==> src/rtl/block_assembler_if.sv <==
// -----------------------------------------------------------------------------
// block_assembler_if
//
// Purpose:
//   Groups the element input stream and the block output stream of
//   block_assembler into one bundle. Both directions use valid/ready.
//
// Signals:
//   in_valid   producer -> assembler  in_data carries an element this cycle
//   in_data    producer -> assembler  ELEM_W-bit element
//   in_last    producer -> assembler  element ends the block early (with in_valid)
//   in_ready   assembler -> producer  element accepted this cycle
//   out_valid  assembler -> consumer  out_data holds a complete block
//   out_ready  consumer -> assembler  block taken this cycle
//   out_data   assembler -> consumer  block, first-received element in the MSBs
//   out_count  assembler -> consumer  number of real (non-pad) elements
//
// Modports:
//   master  environment side (producer + consumer)
//   slave   assembler side
// -----------------------------------------------------------------------------
interface block_assembler_if #(
   parameter int ELEM_W    = 8,
   parameter int NUM_ELEMS = 44,
   parameter int COUNT_W   = $clog2(NUM_ELEMS + 1)
) ();

   logic                        in_valid;
   logic [ELEM_W-1:0]           in_data;
   logic                        in_last;
   logic                        in_ready;
   logic                        out_valid;
   logic                        out_ready;
   logic [ELEM_W*NUM_ELEMS-1:0] out_data;
   logic [COUNT_W-1:0]          out_count;

   modport master (
      output in_valid,
      output in_data,
      output in_last,
      output out_ready,
      input  in_ready,
      input  out_valid,
      input  out_data,
      input  out_count
   );

   modport slave (
      input  in_valid,
      input  in_data,
      input  in_last,
      input  out_ready,
      output in_ready,
      output out_valid,
      output out_data,
      output out_count
   );

endinterface

==> src/rtl/block_assembler.sv <==
// -----------------------------------------------------------------------------
// block_assembler
//
// Purpose:
//   Collects ELEM_W-bit elements into a NUM_ELEMS-element block and hands the
//   block to a downstream consumer over valid/ready. The first element of a
//   block lands in the MSBs. A block ends when NUM_ELEMS elements have arrived
//   or when an element carries in_last; unused trailing elements read as zero.
//
// Build option:
//   BLOCK_ASM_DOUBLE_BUF_EN  when defined, a second fill buffer lets a new
//                            block be collected while the previous one waits
//                            for the consumer. Blocks leave in arrival order.
//                            When undefined, one buffer alternates between
//                            filling and holding. The port list is the same.
//
// Ports:
//   clk   rising-edge clock
//   rst   asynchronous, active-high reset
//   bus   block_assembler_if.slave (in_valid/in_data/in_last/in_ready,
//         out_valid/out_ready/out_data/out_count)
// -----------------------------------------------------------------------------
module block_assembler #(
   parameter int ELEM_W    = 8,
   parameter int NUM_ELEMS = 44,
   parameter int COUNT_W   = $clog2(NUM_ELEMS + 1)
) (
   input  logic             clk,
   input  logic             rst,
   block_assembler_if.slave bus
);

`ifdef BLOCK_ASM_DOUBLE_BUF_EN
   localparam int NBUF = 2;
`else
   localparam int NBUF = 1;
`endif

   localparam int IDX_W = (NUM_ELEMS > 1) ? $clog2(NUM_ELEMS) : 1;

   typedef logic [ELEM_W-1:0]            elem_t;
   // Element k of a block is stored at packed index NUM_ELEMS-1-k so that the
   // first-received element occupies the most significant bits.
   typedef elem_t [NUM_ELEMS-1:0]        block_t;

   // Each buffer is either being filled or holding a completed block.
   typedef enum logic {
      ST_FILL = 1'b0,
      ST_HOLD = 1'b1
   } buf_state_e;

   // Buffer storage and per-buffer bookkeeping
   block_t             buf_q   [NBUF];
   block_t             buf_d   [NBUF];
   buf_state_e         state_q [NBUF];
   buf_state_e         state_d [NBUF];
   logic [COUNT_W-1:0] bcnt_q  [NBUF];
   logic [COUNT_W-1:0] bcnt_d  [NBUF];

   // Elements written so far into the buffer being filled
   logic [COUNT_W-1:0] cnt_q;
   logic [COUNT_W-1:0] cnt_d;

   // wr points at the buffer being filled, rd at the oldest held block. With a
   // single buffer both stay at zero.
   logic               wr_q;
   logic               wr_d;
   logic               rd_q;
   logic               rd_d;

   logic               out_valid;
   logic               in_ready;
   logic               pop;
   logic               accept;
   logic               block_done;
   logic [IDX_W-1:0]   wr_idx;

   function automatic logic next_ptr(input logic p);
      return (NBUF == 2) ? ~p : 1'b0;
   endfunction

   assign out_valid = (state_q[rd_q] == ST_HOLD);

   // ---------------------------------------------------------------------------
   // Handshake and next-state logic
   // ---------------------------------------------------------------------------
   always_comb begin
      // NOTE: every variable written here gets a default first; a path that
      // leaves one unassigned would infer a latch.
      buf_d      = buf_q;
      state_d    = state_q;
      bcnt_d     = bcnt_q;
      cnt_d      = cnt_q;
      wr_d       = wr_q;
      rd_d       = rd_q;
      block_done = 1'b0;

      pop = out_valid & bus.out_ready;

      // The fill buffer can take an element unless it is itself holding a
      // block. It only holds when every buffer is full, and then wr and rd
      // name the same (oldest) buffer, so a pop this cycle frees it in time
      // for the incoming element.
      in_ready = ~rst & ((state_q[wr_q] == ST_FILL) | (pop & (wr_q == rd_q)));
      accept   = bus.in_valid & in_ready;

      wr_idx = IDX_W'(NUM_ELEMS - 1) - IDX_W'(cnt_q);

      // A popped buffer is cleared at once so the next block starting in it
      // sees zero padding rather than stale elements.
      if (pop) begin
         buf_d[rd_q]   = '0;
         state_d[rd_q] = ST_FILL;
         rd_d          = next_ptr(rd_q);
      end

      // Applied after the pop so an element accepted into the just-popped
      // buffer lands on top of the cleared contents.
      if (accept) begin
         buf_d[wr_q][wr_idx] = bus.in_data;
         block_done = bus.in_last | (cnt_q == COUNT_W'(NUM_ELEMS - 1));
         if (block_done) begin
            state_d[wr_q] = ST_HOLD;
            bcnt_d[wr_q]  = cnt_q + COUNT_W'(1);
            cnt_d         = '0;
            wr_d          = next_ptr(wr_q);
         end else begin
            cnt_d = cnt_q + COUNT_W'(1);
         end
      end
   end

   // ---------------------------------------------------------------------------
   // State registers
   // ---------------------------------------------------------------------------
   always_ff @(posedge clk or posedge rst) begin
      if (rst) begin
         // NOTE: the block buffers are reset, unlike a typical RAM, because
         // out_data must read zero straight out of reset and padding relies on
         // a cleared buffer.
         for (int b = 0; b < NBUF; b++) begin
            buf_q[b]   <= '0;
            state_q[b] <= ST_FILL;
            bcnt_q[b]  <= '0;
         end
         cnt_q <= '0;
         wr_q  <= 1'b0;
         rd_q  <= 1'b0;
      end else begin
         // NOTE: non-blocking assignments here so every register samples the
         // values computed before this edge, independent of statement order.
         buf_q   <= buf_d;
         state_q <= state_d;
         bcnt_q  <= bcnt_d;
         cnt_q   <= cnt_d;
         wr_q    <= wr_d;
         rd_q    <= rd_d;
      end
   end

   // ---------------------------------------------------------------------------
   // Outputs
   // ---------------------------------------------------------------------------
   assign bus.in_ready  = in_ready;
   assign bus.out_valid = out_valid;
   assign bus.out_data  = buf_q[rd_q];
   assign bus.out_count = bcnt_q[rd_q];

endmodule

==> src/flat_wrapper.sv <==
// flat-port wrapper written by rule: the top's interface ports become plain ports
module block_assembler_flat 
#(
   parameter int ELEM_W    = 8,
   parameter int NUM_ELEMS = 44,
   parameter int COUNT_W   = $clog2(NUM_ELEMS + 1)
)
  (clk, rst, bus_in_valid, bus_in_data, bus_in_last, bus_out_ready, bus_in_ready, bus_out_valid, bus_out_data, bus_out_count);
  block_assembler_if #(.ELEM_W(ELEM_W), .NUM_ELEMS(NUM_ELEMS), .COUNT_W(COUNT_W)) bus_i ();
  input  logic clk;
  input  logic rst;
  input wire logic [$bits(bus_i.in_valid)-1:0] bus_in_valid;
  input wire logic [$bits(bus_i.in_data)-1:0] bus_in_data;
  input wire logic [$bits(bus_i.in_last)-1:0] bus_in_last;
  input wire logic [$bits(bus_i.out_ready)-1:0] bus_out_ready;
  output wire logic [$bits(bus_i.in_ready)-1:0] bus_in_ready;
  output wire logic [$bits(bus_i.out_valid)-1:0] bus_out_valid;
  output wire logic [$bits(bus_i.out_data)-1:0] bus_out_data;
  output wire logic [$bits(bus_i.out_count)-1:0] bus_out_count;
  assign bus_i.in_valid = bus_in_valid;
  assign bus_i.in_data = bus_in_data;
  assign bus_i.in_last = bus_in_last;
  assign bus_i.out_ready = bus_out_ready;
  assign bus_in_ready = bus_i.in_ready;
  assign bus_out_valid = bus_i.out_valid;
  assign bus_out_data = bus_i.out_data;
  assign bus_out_count = bus_i.out_count;
  block_assembler #(.ELEM_W(ELEM_W), .NUM_ELEMS(NUM_ELEMS), .COUNT_W(COUNT_W)) u_core (.clk(clk), .rst(rst), .bus(bus_i));
endmodule
==> config.mk <==
export PLATFORM = sky130hd
export DESIGN_NAME = block_assembler_flat
export DESIGN_NICKNAME = d
export VERILOG_FILES = /design/src/rtl/block_assembler_if.sv /design/src/rtl/block_assembler.sv /design/src/flat_wrapper.sv
export SDC_FILE = /design/constraint.sdc
export NUM_CORES = 1
export LEC_CHECK = 0
export CAP_MARGIN = 5
export CORE_MARGIN = 3
export CORE_UTILIZATION = 49
export CTS_CLUSTER_DIAMETER = 100
export DETAILED_ROUTE_END_ITERATION = 6
export PLACE_DENSITY_LB_ADDON = 0.3
export SYNTH_ARGS = -nofsm -noshare
export SYNTH_HDL_FRONTEND = slang
export SYNTH_SLANG_ARGS = --single-unit
==> constraint.sdc <==
create_clock -name clk -period 18.4 [get_ports clk]
set_clock_uncertainty 0.05 [all_clocks]
set_input_delay 4.6 -clock clk [delete_from_list [all_inputs] [get_ports clk]]
set_output_delay 4.6 -clock clk [all_outputs]
set_load 0.02 [all_outputs]
# Word level (Yosys, flattened, before mapping)
# Cells that the tools add are included.
[word_totals]
word_cells = 70
register_bits = 365
out_inout_bits = 360
in_bits = 13
[op_classes]
bitwise_logic = 7
n_reduce_logical = 2
magnitude_cmp = 2
n_mux = 9
n_eq_ne = 1
addsub = 2
[ops]
columns = ["operator", "n"]
rows = [
  ["2-to-1 mux 352 bit", 2],
  ["bitwise mux 352 bit", 1],
  ["demux 8 bit (select 6 bit)", 1],
  ["2-to-1 mux 8 bit", 1],
  ["less-than comparator 6 x 7 -> 1 bit, second input constant", 1],
  ["adder 6 x 1 -> 6 bit, second input constant", 1],
  ["== test 6 bit, second input constant", 1],
  [">= comparator 6 x 1 -> 1 bit, second input constant", 1],
  ["2-to-1 mux 6 bit", 1],
  ["subtractor 6 bit, first input constant", 1],
  ["AND 1 bit", 3],
  ["2-to-1 mux 1 bit", 3],
  ["inverter 1 bit", 2],
  ["OR 1 bit", 2],
  ["AND reduction 2 bit", 1],
  ["logical AND 1 bit", 1],
]

# Depth between registers and ports, before layout
# Gate-level depths: netlist of the first run.
[depth]
ltp_word = 7
depth_mapped = 9
depth_no_buf = 6

# Worst setup path before layout of the first run
# Ideal clock, no wire load.
[synth_path]
kind = "input to output"
start = "in bus_out_ready"
end = "out bus_in_ready"
stages = 3
n_path_buf = 1
t_required_ps = 13750
setup_slack_ps = 8432
arrival_time_ps = 5318
path_cell_list = "nor2b_1 buf_2 nor2_1"
[synth_via]
elab_chain_len = 3
[synth_rtl]
columns = ["element", "line", "source"]
rows = [
  ["start, declared", "flat_wrapper.sv:15", "input wire logic [$bits(bus_i.out_ready)-1:0] bus_out_ready;"],
  ["AND 1 bit", "block_assembler.sv:98", "pop = out_valid & bus.out_ready;"],
  ["OR 1 bit", "block_assembler.sv:104", "in_ready = ~rst & ((state_q[wr_q] == ST_FILL) | (pop & (wr_q == rd_q)));"],
  ["AND 1 bit", "block_assembler.sv:104", ""],
  ["end, declared", "flat_wrapper.sv:16", "output wire logic [$bits(bus_i.in_ready)-1:0] bus_in_ready;"],
]
# Every way passes these cells.

# Final worst setup path of the first run
# Same ends and word-level chain as after synthesis.

==> results of run 1 <==
-- logic make-up (layout without fill, tap and decap cells) --
kind of cell,Yosys count,after routing,synth area share
AND/OR/NAND/NOR,550,550,0.154
AO/OA/AOI/OAI,355,355,0.164
adder cells (fa/ha/maj),4,4,0.00334
multiplexers,53,53,0.0355
buffers and inverters,116,472,0.0311
flip-flops,365,365,0.610
XOR/XNOR,4,4,0.00234
-- report_power, final --
group | total [mW] | switching (mW) | internal (mW)
sequential | 0.891 | 0.0388 | 0.852
clock | 0.790 | 0.316 | 0.473
combinational | 0.288 | 0.174 | 0.114
-- worst register-to-register path, stage by stage (launching register included) --
cell	delay (ps)
sky130_fd_sc_hd__dfrtp_1	740
sky130_fd_sc_hd__ha_1	390
sky130_fd_sc_hd__nor2_1	120
sky130_fd_sc_hd__a21boi_2	230
sky130_fd_sc_hd__nor2_4	940
sky130_fd_sc_hd__buf_4	770
sky130_fd_sc_hd__o22ai_1	240
-- metrics by stage --
| stage | cell area (sq um) | hold WS, ps |
|---|---|---|
| after floorplan | 15000 | 540 |
| after global placement | 19000 | 417 |
| after detailed placement | 19000 | 424 |
| after CTS | 20300 | 443 |
| after global routing | 20300 | 472 |
| final | 20300 | 435 |
-- cells in the mapped netlist (all sizes together) (7+ instances only) --
cell type	number	share of area
nor4	10	0.0091
a21oi	26	0.023
nor2	18	0.0047
nand4	7	0.0029
inv	13	0.0033
nand2	465	0.12
mux2i	52	0.035
dfrtp	365	0.61
nand3	17	0.0057
buf	28	0.0091
clkbuf	75	0.019
nor2b	7	0.0029
o22ai	301	0.13
o21ai	13	0.0046
-- sequential cells by signal, summed over array words and instances (netlist names) --
register / count
u_core.buf_q: 352
u_core.bcnt_q: 6
u_core.cnt_q: 6
u_core.state_q: 1
-- area by class of cell --
cell class	instances	area, sq um
timing repair buffer	390	3860
fill	2248	9610
multi-input combinational	966	5430
sequential	365	9130
clock buffer	57	1140
inverter	13	56.3
clock inverter	12	148
tap	390	488
-- path summary, 6_finish.rpt --
check | slack, ps | endpoint | cells past startpoint
min in group asynchronous | 4690 | u_core.buf_q[180] | 2
max reg2reg | 14780 | u_core.buf_q[36] | 6
min reg2reg | 440 | u_core.bcnt_q[0] | 2
max | 7240 | bus_in_ready | 4
min | 440 | u_core.bcnt_q[0] | 2
max in group asynchronous | 11160 | u_core.buf_q[239] | 4
-- layer usage --
layer | wire (um) | vias up | GRT usage
li1 | - | 5805 | -
met4 | 1860 | 0 | 0.106
met2 | 24600 | 718 | 0.487
met1 | 20600 | 6684 | 0.408
met3 | 4240 | 116 | 0.0632
met5 | 0 | - | 0
==> impl_results.md, run 1 <==
* Prevailing post-synth register cell: sky130_fd_sc_hd__dfrtp_1
* Maximum number of pins on one net before global-route repair at 130
* Sum of routed wire length over all layers at just over 50 mm
* Layout cell share with drive strength beyond 1 at 0.0738
* Sequential cell area fraction in the yosys report at 0.610
* Gate Count Post-Synth at 1,447
* Start-to-end type of the worst setup path: in2out
* First-iteration detailed-routing DRC count at roughly 1,300
* Path type of the worst min-delay path: reg2reg
* Cells traversed along the worst timing path: clkdlybuf4s50_1 > nor2b_2 > nor2_1 > clkdlybuf4s50_1
* Post-CTS repair timing setup buffer count at 0
* Launch point of the worst hold path: u_core.bcnt_q[0]
* Clock tree from TritonCTS: built
* Fraction of registers with async set/reset at 1.00
* Share of the clock period used by the worst path after layout at 0.606
* Placed cell count at roughly 2,100
* First-pass GRT wire length at 78.1 mm
* Max_slew headroom at 0.146
* Pwr/cell area at just under 100 nW/um^2
* Deepest clock path buffer count at 3
* Clock latency at the later pin of the worst-skew pair at between 500 and 600 ps
* Period minus WS final at ~11,000 ps
* Final Slew Violations at 0
* Origin of the worst setup path: bus_out_ready
* Resize count post-CTS at 0
* Diodes inserted at 0
* Worst Path Buf+Inv at 2
* Slew @ Worst Pin at 1280 ps
* Number of buffer cells added on primary ports at approximately 370
* Worst-case setup margin in the final layout at approximately 7200 ps
* Number of storage elements in the synthesis netlist at around 370
* Vias per Instance at 6.08
* Wirelength per Cell at 23.4 um
* Placeable core region at 29,900 sq um
* Clock root cell: sky130_fd_sc_hd__clkbuf_16
* Leakage power at 8.63 nW
* Endpoint class of the critical path: output pin
* Cell area after synthesis at approximately 15,000 sq um
* Layout overhead on the synthesized area at 35.2%
* Setup WS pre-CTS at between 7000 and 8000 ps
* Count of antenna-violating nets left after detailed routing at 0
* Post-route non-filler standard cell count at between 2,000 and 2,500
* Synthesized area per cell at ~10 sq um
* Worst IR drop on VDD at between 0.05 and 0.06 mV
* Cell class contributing the biggest share of worst-path delay: buffers and inverters
* Clock slew at reported path FFs at approximately 60 ps
* Total design power at between 1.5 and 2 mW
* Global-route usage over all layers at 0.301
* GPL Wtd Cong at 0.831
* CTS Hold Bufs at 0
* Most used cells in the layout excluding fill and tap cells: 464 x sky130_fd_sc_hd__nand2_1, 372 x sky130_fd_sc_hd__clkdlybuf4s50_1, 365 x sky130_fd_sc_hd__dfrtp_1, 301 x sky130_fd_sc_hd__o22ai_1, 52 x sky130_fd_sc_hd__mux2i_1
* Overflow after GRT at 0
* Setup TNS at 0 ps
* Antenna violations before repair at 0
* CTS sink cnt at around 370
* Die height at 181 um
* Core Rows at 63
* Setup-failing EPs final at 0
* Run status: finished clean
* Slowest cell on crit path: sky130_fd_sc_hd__nor2b_2
* Number of different library cells in the post-synthesis netlist at 47
* Sum of net half-perimeters after detailed placement at around 33 mm
* Critical Path Max Stage Delay at 750 ps
* Fin nets at approximately 1,800
* Most frequent cell on the critical path: sky130_fd_sc_hd__clkdlybuf4s50_1
* Ys Warns at 0
* Commonest non-fill, non-tap cell in the layout: sky130_fd_sc_hd__nand2_1
* Number of flops mapped to enable cells by yosys at 0
* Number of detailed-routing iterations run before antenna repair at 7
* TritonCTS Buffers at 38
* Number of H-tree levels at 2
* Number of top-level pins at about 370
* Via count of the first global-routing pass at 13,100
* X dimension of the die at 181 um
* CP Data Required Time at between 10,000 and 15,000 ps
* Number of max-capacitance violations reported at 0
* Vias after detailed routing at between 10,000 and 15,000
* Type of element launching the critical path: input pin
* Fin util at 0.678
* RSZ-0062 raised after global routing: no
* Residual DRC at 0
* Startpoint of the most critical register-to-register path: u_core.cnt_q[2]
* Worst Path Max Fanout at 14
* Initial standard-cell utilization of the core at 0.502
* Fmax at between 80 and 90 MHz
* Post-synth net total at approximately 1,500
* Critical path data arrival time at ~6500 ps
* Final hold violations at 0
* Area of the die at 32,700 sq um
No activity file was read; power rests on OpenSTA's default activity.
==> run 2, diff against run 1 <==
--- a/config.mk
+++ b/config.mk
@@ -7,7 +7,7 @@
 export LEC_CHECK = 0
 export CAP_MARGIN = 5
 export CORE_MARGIN = 3
-export CORE_UTILIZATION = 49
+export CORE_UTILIZATION = 45
 export CTS_CLUSTER_DIAMETER = 100
 export DETAILED_ROUTE_END_ITERATION = 6
 export PLACE_DENSITY_LB_ADDON = 0.3
==> constraint.sdc (replaced) <==
create_clock -name clk -period 9.7 [get_ports clk]
set_clock_uncertainty 0.05 [all_clocks]
set_input_delay 2.425 -clock clk [delete_from_list [all_inputs] [get_ports clk]]
set_output_delay 2.425 -clock clk [all_outputs]
set_load 0.02 [all_outputs]
==> impl_results.md, run 2 (synthesis gave the netlist of run 1 again) <==
* Die height at 188 um (+4.2%)
* Vias per Instance at 5.84 (-3.9%)
* Top register by number of flip-flops: u_core.buf_q
* Antenna violations before repair at 1 (+1)
* Final hold violations at 0 (unchanged)
* Failing checks: design-rule violations
* Largest registers: u_core.buf_q x352, u_core.bcnt_q x6, u_core.cnt_q x6
* Slew @ Worst Pin at 1250 ps (-27.9 ps)
* Maximum number of pins on one net before global-route repair at 204 (+57%)
* Overflow after GRT at 0 (unchanged)
* RSZ-0062 raised after global routing: no
* Layout overhead on the synthesized area at 35.5%
* Resize count post-CTS at 0 (unchanged)
* Global-route usage over all layers at 0.283 (-0.0187)
* Min Hold Slack at 442 ps (+6.89 ps)
* Clock latency at the later pin of the worst-skew pair at 520 ps (about the same)
* Number of max-capacitance violations reported at 0 (unchanged)
* CTS sink cnt at 365 (unchanged)
* Layout cell share with drive strength beyond 1 at 0.0722 (-0.00158)
* Wirelength per Cell at 23.0 um (-1.7%)
* Via count of the first global-routing pass at 13,100 (-0.30%)
* Share of the clock period used by the worst path after layout at 0.699
* Critical path data arrival time at 4300 ps (-2210 ps)
* CP Data Required Time at 7230 ps (-6520 ps)
* Worst-case setup margin in the final layout at 2920 ps (-4320 ps)
* Worst IR drop on VDD at 0.104 mV (+88%)
* Path type of the worst min-delay path: reg2reg
* Setup slack on the worst flop-to-flop path at 5920 ps (-8860 ps)
* Max_slew headroom at 0.164 (+0.0187)
* Run status: finished with violations
* Setup TNS at 0 ps (unchanged)
* Final Slew Violations at 0 (unchanged)
* Endpoint class of the critical path: output pin
* Fmax at 148 MHz
* Placeable core region at 32,700 sq um (+9.5%)
* Core Rows at 66 (+4.8%)
* Setup WS pre-CTS at 2920 ps (-4340 ps)
* Fin nets at 1,792 (+0.056%)
* Start-to-end type of the worst setup path: in2out
* Largest register FFs at 352 (unchanged)
* Sum of routed wire length over all layers at 51.7 mm (+0.59%)
* Worst Path Max Fanout at 14 (unchanged)
* Most used cells in the layout excluding fill and tap cells: 464 x sky130_fd_sc_hd__nand2_1, 372 x sky130_fd_sc_hd__clkdlybuf4s50_1, 365 x sky130_fd_sc_hd__dfrtp_1, 301 x sky130_fd_sc_hd__o22ai_1, 52 x sky130_fd_sc_hd__mux2i_1
* X dimension of the die at 188 um (+4.2%)
* TritonCTS Buffers at 40 (+5.3%)
* Initial standard-cell utilization of the core at 0.458 (-0.0434)
* Area of the die at 35,500 sq um (+8.6%)
* CTS Hold Bufs at 0 (unchanged)
* Count of antenna-violating nets left after detailed routing at 0 (unchanged)
* First-pass GRT wire length at 78.8 mm (+0.91%)
* Type of element launching the critical path: input pin
* Period minus WS final at ~6800 ps
* Number of top-level pins at 373 (unchanged)
* Commonest non-fill, non-tap cell in the layout: sky130_fd_sc_hd__nand2_1
* Vias after detailed routing at 13,100 (-1.7%)
* Deepest clock path buffer count at 3 (unchanged)
* GPL Wtd Cong at 0.850 (+2.4%)
* Post-CTS repair timing setup buffer count at 0 (unchanged)
* Clock tree from TritonCTS: built
* Number of detailed-routing iterations run before antenna repair at 7 (unchanged)
* Pwr/cell area at 182 nW/um^2 (+87%)
* Fin util at 0.621 (-0.0574)
* Clock root cell: sky130_fd_sc_hd__clkbuf_16
* Setup-failing EPs final at 0 (unchanged)
* Leakage power at 8.60 nW (-0.45%)
* Clock slew at reported path FFs at 60 ps (about the same)
* Residual DRC at 1 (+1)
* Number of buffer cells added on primary ports at 372 (unchanged)
* First-iteration detailed-routing DRC count at 1,143 (-14%)
* Sum of net half-perimeters after detailed placement at 33.6 mm (+1.9%)
* Number of H-tree levels at 2 (unchanged)
## run 2: changes by cell type in the layout (fill, tap and decap cells not counted), sizes merged
| cell | previous run | this run |
|---|---|---|
| diode | 0 | 1 |
| clkinv | 5 | 2 |
| clkinvlp | 2 | 7 |
| buf | 18 | 17 |
| clkbuf | 57 | 59 |
| bufinv | 3 | 0 |
| inv | 15 | 13 |
## run 2: worst paths after layout
check / start / end / depth (start not counted)
max: bus_out_ready / bus_in_ready / 4
min: u_core.bcnt_q[0] / u_core.bcnt_q[0] / 2
max reg2reg: u_core.cnt_q[2] / u_core.buf_q[325] / 6
min reg2reg: u_core.bcnt_q[0] / u_core.bcnt_q[0] / 2
max in group asynchronous: rst / u_core.buf_q[334] / 4
min in group asynchronous: rst / u_core.buf_q[41] / 2
## run 2: critical path, stage by stage
cell	delay (ps)
sky130_fd_sc_hd__clkdlybuf4s50_1	490
sky130_fd_sc_hd__nor2b_2	740
sky130_fd_sc_hd__nor2_1	80
sky130_fd_sc_hd__clkdlybuf4s50_1	570
## run 2: metal layers
layer / GRT usage / wire length, um
met5: 0 / 0
met3: 0.0757 / 4950
met2: 0.442 / 24100
met1: 0.378 / 20500
met4: 0.115 / 2180
## run 2: power breakdown
group / switching, mW / leakage [nW] / internal [mW]
Combinational: 0.335 / 2.98 / 0.217
Sequential: 0.0698 / 5.02 / 1.62
Clock: 0.605 / 0.594 / 0.845
Total: 1.01 / 8.60 / 2.68
## run 2: stage by stage
step           area (sq um)  total power, mW  instances
6_report              20300             3.69       2244
5_1_grt               20300             3.82       2244
4_1_cts               20300             3.71       2243
3_5_place_dp          19000             2.26       2175
3_3_place_gp          19000             2.25       2175
2_1_floorplan         15000             1.98       1447
## run 2: cell type report
class                   instances  area [sq um]
fillers                      2680         12400
flip-flops and latches        365          9130
repair buffers                389          3880
clock buffers                  59          1180
well taps                     442           553
clock inverters                 9          67.6
diodes                          1          2.50
inverters                      13          52.6
multi-input cells             966          5430
==> run 3, diff against run 2 <==
--- a/config.mk
+++ b/config.mk
@@ -7,7 +7,7 @@
 export LEC_CHECK = 0
 export CAP_MARGIN = 5
 export CORE_MARGIN = 3
-export CORE_UTILIZATION = 45
+export CORE_UTILIZATION = 49
 export CTS_CLUSTER_DIAMETER = 100
 export DETAILED_ROUTE_END_ITERATION = 6
 export PLACE_DENSITY_LB_ADDON = 0.3
==> constraint.sdc (replaced) <==
create_clock -name clk -period 6.9 [get_ports clk]
set_clock_uncertainty 0.05 [all_clocks]
set_input_delay 1.725 -clock clk [delete_from_list [all_inputs] [get_ports clk]]
set_output_delay 1.725 -clock clk [all_outputs]
set_load 0.02 [all_outputs]
==> impl_results.md, run 3 (synthesis gave the netlist of run 1 again) <==
* Run status: finished clean
* RSZ-0062 raised after global routing: no
* TritonCTS Buffers at 37 (-7.5%)
* Endpoint class of the critical path: output pin
* Residual DRC at 0 (-1)
* CTS Hold Bufs at 0 (unchanged)
* Number of H-tree levels at 2 (unchanged)
* Sum of routed wire length over all layers at 50.9 mm (-1.5%)
* Start-to-end type of the worst setup path: in2out
* Setup-failing EPs final at 0 (unchanged)
* Worst IR drop on VDD at 0.155 mV (+49%)
* Via count of the first global-routing pass at 12,900 (-1.5%)
* Fmax at 185 MHz
* Sum of net half-perimeters after detailed placement at 32.9 mm (-1.9%)
* Period minus WS final at around 5400 ps
* Die height at 181 um (-4.0%)
* Largest registers: u_core.buf_q x352, u_core.bcnt_q x6, u_core.cnt_q x6
* CTS sink cnt at 365 (unchanged)
* Diodes inserted at 0 (-1)
* Path type of the worst min-delay path: reg2reg
* Fin nets at 1,790 (-0.11%)
* Worst Path Buf+Inv at 2 (unchanged)
* Max_slew headroom at 0.185 (+0.0209)
* Largest register FFs at 352 (unchanged)
* Clock tree from TritonCTS: built
* Clock slew at reported path FFs at 70 ps (about the same)
* Number of max-capacitance violations reported at 0 (unchanged)
* GPL Wtd Cong at 0.849 (-0.19%)
* Setup TNS at 0 ps (unchanged)
* Core Rows at 63 (-4.5%)
* Layout cell share with drive strength beyond 1 at 0.0702 (-0.00195)
* Count of antenna-violating nets left after detailed routing at 0 (unchanged)
* Final Slew Violations at 0 (unchanged)
* Slew @ Worst Pin at 1220 ps (-27.5 ps)
* Number of top-level pins at 373 (unchanged)
* Number of buffer cells added on primary ports at 372 (unchanged)
* X dimension of the die at 181 um (-4.0%)
* Leakage power at 8.60 nW (about the same)
* Most frequent cell on the critical path: sky130_fd_sc_hd__clkdlybuf4s50_1
* Placeable core region at 29,900 sq um (-8.6%)
* Antenna violations before repair at 1 (unchanged)
* Global-route usage over all layers at 0.302 (+0.0194)
* Critical Path Max Stage Delay at 690 ps (-50 ps)
* Final hold violations at 0 (unchanged)
* Cells traversed along the worst timing path: clkdlybuf4s50_1 > nor2b_2 > nor2_1 > clkdlybuf4s50_1
* Commonest non-fill, non-tap cell in the layout: sky130_fd_sc_hd__nand2_1
* Resize count post-CTS at 0 (unchanged)
* Cell class contributing the biggest share of worst-path delay: buffers and inverters
* Area of the die at 32,700 sq um (-7.9%)
* Pwr/cell area at 254 nW/um^2 (+40%)
* Worst Path Max Fanout at 14 (unchanged)
* First-pass GRT wire length at 78.1 mm (-0.84%)
* Deepest clock path buffer count at 3 (unchanged)
* Most used cells in the layout excluding fill and tap cells: 464 x sky130_fd_sc_hd__nand2_1, 372 x sky130_fd_sc_hd__clkdlybuf4s50_1, 365 x sky130_fd_sc_hd__dfrtp_1, 301 x sky130_fd_sc_hd__o22ai_1, 52 x sky130_fd_sc_hd__mux2i_1
* Layout overhead on the synthesized area at 34.8%
* Overflow after GRT at 0 (unchanged)
* Top register by number of flip-flops: u_core.buf_q
* Type of element launching the critical path: input pin
* Vias per Instance at 6.02 (+3.0%)
* Number of fill cells in the layout at 2,302 (-14%)
* Clock latency at the later pin of the worst-skew pair at 510 ps (about the same)
* Post-CTS repair timing setup buffer count at 0 (unchanged)
* Total design power at 5.14 mW (+39%)
* Share of the clock period used by the worst path after layout at 0.783
* Vias after detailed routing at 13,100 (+0.27%)
* Wirelength per Cell at 23.3 um (+1.2%)
* Maximum number of pins on one net before global-route repair at 220 (+7.8%)
* Number of detailed-routing iterations run before antenna repair at 5 (-2)
* Clock root cell: sky130_fd_sc_hd__clkbuf_16
* First-iteration detailed-routing DRC count at 1,547 (+35%)
* Critical path data arrival time at 3630 ps (-670 ps)
* CP Data Required Time at 5120 ps (-2110 ps)
* Slowest cell on crit path: sky130_fd_sc_hd__nor2b_2
* Initial standard-cell utilization of the core at 0.502 (+0.0434)
[run 3: worst min-delay path, cell delays in order, from the launching register on]
cell,delay (ps)
sky130_fd_sc_hd__dfrtp_1,350
sky130_fd_sc_hd__nand2_1,50
sky130_fd_sc_hd__o21ai_0,60
[run 3: final timing paths]
kind                                endpoint  slack [ps]  depth (start not counted)             start
hold reg to reg             u_core.bcnt_q[2]         440                          2  u_core.bcnt_q[2]
setup reg to reg           u_core.buf_q[237]        3400                          6   u_core.cnt_q[2]
min in group asynchronous    u_core.cnt_q[0]        1890                          3               rst
max in group asynchronous  u_core.buf_q[239]        3910                          3               rst
hold / removal              u_core.bcnt_q[2]         440                          2  u_core.bcnt_q[2]
setup / recovery                bus_in_ready        1500                          4     bus_out_ready
[run 3: cell type report]
class                   instances  area [sq um]  area share
flip-flops and latches        365          9130       0.452
multi-input cells             966          5430       0.269
inverters                      13          52.6     0.00260
well taps                     390           488      0.0242
clock buffers                  52          1070      0.0531
repair buffers                390          3910       0.193
clock inverters                 8           115     0.00570
[run 3: per-layer routing]
metal,GRT usage,vias up,share of wire
met2,0.480,754,0.48
met1,0.411,6472,0.40
met5,0,-,0.00029
li1,-,5778,-
met4,0.111,2,0.039
met3,0.0680,132,0.090
[run 3: power breakdown]
group          leakage, nW  internal (mW)  total (mW)  switching, mW
clock                0.590           1.19        1.99          0.805
sequential            5.02           2.27        2.38          0.104
combinational         2.99          0.307       0.771          0.464
[run 3: metrics by stage]
stage	hold slack (ps)	cells	setup slack, ps	cell area [sq um]	utilization
after CTS	443	2184	1490	20200	0.676
after floorplan	540	1447	229	15000	-
after global routing	466	2184	1410	20200	0.676
after detailed placement	425	2124	1500	19000	0.637
final	439	2184	1500	20200	0.676
after global placement	417	2124	1540	19000	0.637
